--- config.mk ---
export PLATFORM = sky130hd
export DESIGN_NAME = pipeline_ctrl
export DESIGN_NICKNAME = d
export VERILOG_FILES = /design/src/rtl/pipeline_ctrl.sv
export SDC_FILE = /design/constraint.sdc
export NUM_CORES = 1
export LEC_CHECK = 0
export CAP_MARGIN = 40
export CORE_MARGIN = 1.5
export CORE_UTILIZATION = 48
export DETAILED_ROUTE_END_ITERATION = 16
export GPL_ROUTABILITY_DRIVEN = 0
export MAX_ROUTING_LAYER = met4
export PLACE_DENSITY_LB_ADDON = 0.2
export SLEW_MARGIN = 0
export SYNTH_ARGS = -nofsm -noshare
export SYNTH_HDL_FRONTEND = slang
export SYNTH_SLANG_ARGS = --single-unit
--- constraint.sdc ---
create_clock -name clk -period 3.1 [get_ports clk]
set_clock_uncertainty 0.05 [all_clocks]
set_input_delay 0.62 -clock clk [delete_from_list [all_inputs] [get_ports clk]]
set_output_delay 0.62 -clock clk [all_outputs]
set_load 0.05 [all_outputs]
--- src/rtl/pipeline_ctrl.sv ---
// Hazard controller for a 5-stage pipeline: forwarding selects, load-use and
// mul/div stalls, fetch-wait handling, and stall/flush activity counters.
module pipeline_ctrl #(
   parameter int MD_TIMEOUT = 64
) (
   input  logic        clk,
   input  logic        rst_n,
   input  logic [4:0]  Rs1D,
   input  logic [4:0]  Rs2D,
   input  logic [4:0]  Rs1E,
   input  logic [4:0]  Rs2E,
   input  logic [4:0]  RdE,
   input  logic [4:0]  RdM,
   input  logic [4:0]  RdW,
   input  logic        RegWriteM,
   input  logic        RegWriteW,
   input  logic        LoadE,
   input  logic        PCSrcE,
   input  logic        md_start_E,
   input  logic        md_done,
   input  logic        imem_valid,
   output logic        StallF,
   output logic        StallD,
   output logic        StallE,
   output logic        FlushD,
   output logic        FlushE,
   output logic        FlushM,
   output logic [1:0]  ForwardAE,
   output logic [1:0]  ForwardBE,
   output logic        imem_abort,
   output logic        md_timeout,
   output logic [31:0] stall_cycles,
   output logic [15:0] flush_count
);

   // state     | meaning
   // RUN       | normal issue; load-use and branch hazards handled here
   // MD_WAIT   | back end frozen until mul/div result or timeout
   // IMEM_WAIT | fetch data outstanding; decode receives bubbles
   typedef enum logic [1:0] {
      S_RUN       = 2'd0,
      S_MD_WAIT   = 2'd1,
      S_IMEM_WAIT = 2'd2
   } state_t;

   localparam int CW = (MD_TIMEOUT > 1) ? $clog2(MD_TIMEOUT) : 1;
   localparam logic [CW-1:0] MD_LAST = CW'(MD_TIMEOUT - 1);

   state_t          r_state;
   logic [CW-1:0]   r_md_cnt;
   logic [31:0]     r_stall_cycles;
   logic [15:0]     r_flush_count;

   logic            w_lw_stall;
   logic            w_md_issue;
   logic            w_md_expire;
   logic            w_stall_f;
   logic            w_stall_d;
   logic            w_stall_e;
   logic            w_flush_d;
   logic            w_flush_e;
   logic            w_flush_m;
   logic            w_abort;
   logic            w_timeout;
   logic [1:0]      w_fwd_a;
   logic [1:0]      w_fwd_b;

   assign w_lw_stall  = LoadE && (RdE != 5'd0) && ((RdE == Rs1D) || (RdE == Rs2D));
   assign w_md_issue  = (r_state == S_RUN) && md_start_E && !md_done;
   assign w_md_expire = (r_state == S_MD_WAIT) && !md_done && (r_md_cnt == MD_LAST);

   always_comb begin
      w_fwd_a = 2'b00;
      w_fwd_b = 2'b00;
      if (RegWriteM && (RdM != 5'd0) && (RdM == Rs1E))
         w_fwd_a = 2'b10;
      else if (RegWriteW && (RdW != 5'd0) && (RdW == Rs1E))
         w_fwd_a = 2'b01;
      if (RegWriteM && (RdM != 5'd0) && (RdM == Rs2E))
         w_fwd_b = 2'b10;
      else if (RegWriteW && (RdW != 5'd0) && (RdW == Rs2E))
         w_fwd_b = 2'b01;
   end

   always_comb begin
      w_stall_f = 1'b0;
      w_stall_d = 1'b0;
      w_stall_e = 1'b0;
      w_flush_d = 1'b0;
      w_flush_e = 1'b0;
      w_flush_m = 1'b0;
      w_abort   = 1'b0;
      w_timeout = 1'b0;
      case (r_state)
         S_MD_WAIT: begin
            // done and expiry both release the pipe; done suppresses the timeout flag
            if (w_md_expire) begin
               w_timeout = 1'b1;
            end else if (!md_done) begin
               w_stall_f = 1'b1;
               w_stall_d = 1'b1;
               w_stall_e = 1'b1;
               w_flush_m = 1'b1;
            end
         end
         S_IMEM_WAIT: begin
            if (PCSrcE) begin
               w_flush_d = 1'b1;
               w_flush_e = 1'b1;
               w_abort   = 1'b1;
            end else begin
               w_stall_f = 1'b1;
               w_stall_d = w_lw_stall;
               w_flush_d = !w_lw_stall;
               w_flush_e = w_lw_stall;
            end
         end
         default: begin
            if (w_md_issue) begin
               w_stall_f = 1'b1;
               w_stall_d = 1'b1;
               w_stall_e = 1'b1;
               w_flush_m = 1'b1;
            end else begin
               w_stall_f = w_lw_stall;
               w_stall_d = w_lw_stall;
               w_flush_e = w_lw_stall | PCSrcE;
               w_flush_d = PCSrcE & ~w_lw_stall;
            end
         end
      endcase
   end

   // Reset presents a fully flushed, unstalled pipe regardless of state.
   always_comb begin
      if (!rst_n) begin
         StallF     = 1'b0;
         StallD     = 1'b0;
         StallE     = 1'b0;
         FlushD     = 1'b1;
         FlushE     = 1'b1;
         FlushM     = 1'b1;
         ForwardAE  = 2'b00;
         ForwardBE  = 2'b00;
         imem_abort = 1'b0;
         md_timeout = 1'b0;
      end else begin
         StallF     = w_stall_f;
         StallD     = w_stall_d;
         StallE     = w_stall_e;
         FlushD     = w_flush_d;
         FlushE     = w_flush_e;
         FlushM     = w_flush_m;
         ForwardAE  = w_fwd_a;
         ForwardBE  = w_fwd_b;
         imem_abort = w_abort;
         md_timeout = w_timeout;
      end
   end

   assign stall_cycles = r_stall_cycles;
   assign flush_count  = r_flush_count;

   always_ff @(posedge clk or negedge rst_n) begin
      if (!rst_n) begin
         r_state        <= S_RUN;
         r_md_cnt       <= '0;
         r_stall_cycles <= '0;
         r_flush_count  <= '0;
      end else begin
         case (r_state)
            S_MD_WAIT: begin
               if (md_done || w_md_expire)
                  r_state <= S_RUN;
               else
                  r_md_cnt <= r_md_cnt + CW'(1);
            end
            S_IMEM_WAIT: begin
               if (PCSrcE || imem_valid)
                  r_state <= S_RUN;
            end
            default: begin
               if (w_md_issue) begin
                  r_state  <= S_MD_WAIT;
                  r_md_cnt <= '0;
               end else if (!imem_valid) begin
                  r_state <= S_IMEM_WAIT;
               end
            end
         endcase
         if (w_stall_d && (r_stall_cycles != 32'hFFFF_FFFF))
            r_stall_cycles <= r_stall_cycles + 32'd1;
         if (w_flush_d || w_flush_e)
            r_flush_count <= r_flush_count + 16'd1;
      end
   end

endmodule

After elaboration in Yosys (flattened, before gate mapping)
Cells that the tools add are included.
Widths: inputs -> output; s select.
{"block": "word_totals", "reg_bits": 56, "input_bits": 44, "output_inout_bits": 60, "elab_cells": 92}
{"block": "op_classes", "addsub": 3, "n_eq_ne": 14, "muxes": 41, "bitwise": 4, "reduce_logical": 26}
{"operator": "$add 32x1->32 const B", "n": 1}
{"operator": "$ne 32x32->1 const B", "n": 1}
{"operator": "$eq 5x5->1", "n": 6}
{"operator": "$mux 1", "n": 24}
{"operator": "$add 16x1->16 const B", "n": 1}
{"operator": "$mux 2", "n": 8}
{"operator": "$reduce_bool 5->1", "n": 3}
{"operator": "$logic_and 1x1->1", "n": 13}
{"operator": "$mux 6", "n": 2}
{"operator": "$pmux 6 s2", "n": 1}
{"operator": "$pmux 1 s2", "n": 5}
{"operator": "$add 6x1->6 const B", "n": 1}
{"operator": "$eq 6x6->1 const B", "n": 1}
{"operator": "$reduce_and 3->1", "n": 2}
{"operator": "$logic_or 1x1->1", "n": 4}
{"operator": "$ne 2x2->1 const B", "n": 2}
{"operator": "$ne 4x1->1 const B", "n": 1}
{"operator": "$pmux 2 s2", "n": 1}
{"operator": "$eq 2x1->1 const B", "n": 1}
{"operator": "$eq 2x2->1 const B", "n": 1}
{"operator": "$logic_not 1->1", "n": 2}
{"operator": "$logic_not 2->1", "n": 1}
{"operator": "$ne 2x1->1 const B", "n": 1}
{"operator": "$not 1->1", "n": 2}
{"operator": "3 further kinds", "n": 3}

Longest topological paths before layout
Gate-level depths: netlist (run 1).
{"block": "depth", "ltp_word": 8, "mapped_depth": 9, "ltp_nobuf": 8}

Least setup slack after synthesis (run 1)
Ideal clock, no wire load.
{"block": "synth_path", "path_type": "input -> output", "from": "in RdM[1]", "to": "out ForwardAE[0]", "arrival_time_ns": 2.971, "required_ns": 2.430, "path_slack_ns": -0.541, "cell_stages": 4, "path_buffers": 0, "cell_sequence": "or4_1 -> o21ai_0 -> nor4_1 -> nor4_1"}
{"block": "synth_via", "elab_chain_len": 5, "word_cells_on_any_way": 6, "cone_classes": "eq/ne: 1; mux: 2; reduce/logical: 3"}
{"item": "from (decl)", "line": "13", "source": "input logic [4:0] RdM,"}
{"item": "$reduce_bool 5->1", "line": "75", "source": "if (RegWriteM && (RdM != 5'd0) && (RdM == Rs1E))"}
{"item": "$logic_and 1x1->1", "line": "75"}
{"item": "$logic_and 1x1->1 *", "line": "75"}
{"item": "$mux 2 *", "line": "75"}
{"item": "$mux 2 *", "line": "136", "source": "if (!rst_n) begin"}
{"item": "to (decl)", "line": "28", "source": "output logic [1:0] ForwardAE,"}
Mark *: on every way between the ends. The rest lies on a longest branch, timed or not.

Worst setup path after layout (run 1)
{"block": "layout_path", "from": "in Rs2D[4]", "to": "out FlushD"}
{"block": "layout_via", "elab_chain_len": 8, "word_cells_on_any_way": 10, "cone_classes": "eq/ne: 1; mux: 4; bitwise: 2; reduce/logical: 3"}
{"item": "from (decl)", "line": "9", "source": "input logic [4:0] Rs2D,"}
{"item": "$eq 5x5->1 *", "line": "68", "source": "assign w_lw_stall = LoadE && (RdE != 5'd0) && ((RdE == Rs1D) || (RdE == Rs2D));"}
{"item": "$logic_or 1x1->1 *", "line": "68"}
{"item": "$logic_and 1x1->1 *", "line": "68"}
{"item": "$not 1->1", "line": "128", "source": "w_flush_d = PCSrcE & ~w_lw_stall;"}
{"item": "$and 1x1->1", "line": "128"}
{"item": "$mux 1", "line": "119", "source": "if (w_md_issue) begin"}
{"item": "$pmux 1 s2 *", "line": "94", "source": "case (r_state)"}
{"item": "$mux 1 *", "line": "136"}
{"item": "to (decl)", "line": "25", "source": "output logic FlushD,"}
Marked as above.

==> out/metrics.yaml, run 1 <==
end_kind: "output port"
nets: 510
relSlewSlack_pct: 50.8
floorplan.initialDensity_pct: 50.1
start_kind: "input port"
rsz0062_at_grt: "true"
die_area_um2: 7690
drc: 0
reg2reg_slack_ns: 0.65
via_per_inst: 5.34
rows: 30
ys.flop_type: "dfrtp_1"
synth_area_leaders: "dfrtp_1 (41%), xor2_1 (13%), xnor2_1 (5.6%)"
max_freq_mhz: 328
num_io_pins: 104
slowest_delay_ns: 0.42
die_width_um: 87.7
hold_path.class: "input port to asynchronous set/reset pin"
r2r-start: "stall_cycles[2]$_DFFE_PN0P_"
area_delta_synth_final_pct: 41.3
ys_warn_count: 0
cp_slowest_cell: "clkdlybuf4s50_1"
clkSlewWorstSetupHoldPaths_ns: 0.10
synth_top_area_share_pct: 40.7
synthesis.area_um2: 3440
power_uw: 2660
finalWirelength_mm: 8.29
syn_inst: 348
drv_slew: 0
post_drt_wl_per_cell_um: 14.9
cts_buffers: 5
synth_top_cell_by_area: "dfrtp_1"
dr.pass1.iters: 4
yosysMostFrequentCell: "dfrtp_1"
tightest_slew_ns: 0.736
syn_area_per_cell_um2: 9.90
grt.total_usage_pct: 23.3
r2r-end: "stall_cycles[19]$_DFFE_PN0P_"
status: "completed"
core_um2: 6870
detail_route.iter0.violations: 82
criticalPathCategory: "input port to output port"
grt_pass1_vias: 2951
ir_drop_mv: 0.360
required_ns: 2.43
synthArstFlopShare_pct: 100
powerDensity_nw_per_um2: 546
maxCapViolCount: 0
grt_overflow: 0
grt_antenna_before_repair: 0
htreeDepth: 2
post-route-min-period_ns: 3.04
synth-seq-cells: 56
netlist_top_cells_count: "dfrtp_1 (56), xor2_1 (53), nand2_1 (27)"
worstPathCellList: "clkdlybuf4s50_1 > xor2_1 > nor3_2 > a22oi_2 > or2_4 > nor2_1 > o221ai_1 > bufbuf_16"
num_vias: 2976
drive_above_1_share_pct: 14.8
p_leak_uw: 0.00210
grt_pass1_wl_mm: 13.8
clock-sinks: 56
clock_latency_ns: 0.30
seq_area_frac_synth_pct: 40.7
cts_tree: "built"
grt_max_degree: 44
die_h_um: 87.7
utilization_pct: 70.9
clockBufferDepth: 2
crit_fanout: 4
setup_violations: 0
post-route-period-util_pct: 98.2
arrival_ns: 2.37
syn_nets: 398
fill_cells: 542
root_buffer: "clkbuf_8"
cts_hold_buf: 0
hold_viol: 0
synth_cell_type_count: 51
antenna_cells: 0
ant_nets: 0
synth_edf_count: 0
cts_setup_buffers: 0
io_buffers: 103
rr_worst_depth: 7
hpwl_mm: 6.16
==> per-layer routing <==
metal	vias up	track usage (%)	wire length [um]
li1	1461	-	-
met3	6	3.39	209
met4	0	5.19	88
met5	-	-	0
met2	56	42.7	4490
met1	1453	26.6	3500
==> power breakdown <==
| part | switching, uW | internal [uW] |
|---|---|---|
| logic | 779 | 495 |
| registers | 135 | 827 |
| clock network | 240 | 183 |
==> cell type report <==
cell class,count,area [um2],share of cell area (%)
Timing Repair Buffer,116,1200,24.6
Clock inverter,1,7.51,0.154
Multi-Input combinational cell,274,2030,41.7
Clock buffer,7,86.3,1.77
Tap cell,96,120,2.47
Inverter,7,26.3,0.540
Sequential cell,56,1400,28.8
==> worst max-delay path: cells and delay by family <==
family,cells,cell delay (ns)
buffers and inverters,2,0.74
AOI/OAI and AO/OA,2,0.25
xor gates and xnor gates,1,0.15
and+or+nand+nor,3,0.60
==> repair_timing <==
item | CTS | global route
pin swaps | 3 | 4
endpoints found under the setup margin | 4 | 4
gates resized for setup | 17 | 4
==> worst max path at each step <==
stage | start | end | slack [ns] | cells past startpoint
finish | Rs2D[4] | FlushD | 0.06 | 8
global route | RdM[1] | ForwardAE[0] | -0.02 | 6
CTS | RdW[0] | ForwardAE[0] | 0.04 | 5
detailed placement | RdM[1] | ForwardBE[0] | -0.06 | 6
global placement | RdM[1] | ForwardAE[0] | -0.02 | 6
floorplan | RdM[1] | ForwardAE[0] | 0.03 | 4
==> layout by cell type (no fill, tap or decap), drive strengths merged, types with 2 or more instances in the layout <==
cell type,netlist,final
a22oi,2,2
and2,4,4
and3,7,7
and4,5,5
buf,7,25
clkbuf,4,7
clkdlybuf4s50,0,83
dfrtp,56,56
dlygate4sd2,0,7
ha,6,6
inv,7,7
mux2,3,3
nand2,27,27
nand2b,2,2
nand3,26,26
nand4,15,15
nor2,21,21
nor2b,4,4
nor3,17,17
nor4,13,13
nor4b,3,3
o211ai,2,2
o21ai,13,13
o21bai,2,2
o31ai,3,3
or2,2,2
or3,4,4
or4,5,5
xnor2,22,22
xor2,53,53
==> state kept, by name, indices dropped and copies added, names as in the netlist <==
name          cells
r_md_cnt          6
flush_count      16
stall_cycles     32
r_state           2
==> per-stage QoR <==
| stage | hold slack [ns] | TNS [ns] | std cells | area, um2 | setup slack [ns] |
|---|---|---|---|---|---|
| 3_5_place_dp | 0.417 | -0.153 | 549 | 4710 | -0.0622 |
| 2_1_floorplan | 0.274 | 0 | 348 | 3470 | 0.0286 |
| 6_report | 0.346 | 0 | 557 | 4870 | 0.0552 |
| 5_1_grt | 0.389 | -0.0326 | 557 | 4870 | -0.0174 |
| 4_1_cts | 0.369 | 0 | 557 | 4860 | 0.0375 |
| 3_3_place_gp | 0.415 | -0.0253 | 549 | 4710 | -0.0157 |
==> cell families (layout without fill, tap and decap cells) <==
logic type                 Yosys count  after routing  share of synthesized area, %
muxes                                3              3                         0.981
adders and majority gates            6              6                          2.18
and+or+nand+nor                    161            161                          28.6
AOI/OAI and AO/OA                   29             29                          5.70
buffers and inverters               18            131                          2.83
DFF                                 56             56                          40.7
xor gates and xnor gates            75             75                          19.1
(Power assumes the default switching activity.)
==> inputs of run 2 (changes only) <==
ABC_AREA = 0   (was not set)
==> results of run 2 <==
The final DEF is identical to that of run 1; final timing and power are the same.
==> inputs of run 3 (changes only) <==
SLEW_MARGIN = not set   (was 0)
==> results of run 3 <==
The final DEF is identical to that of run 1; final timing and power are the same.
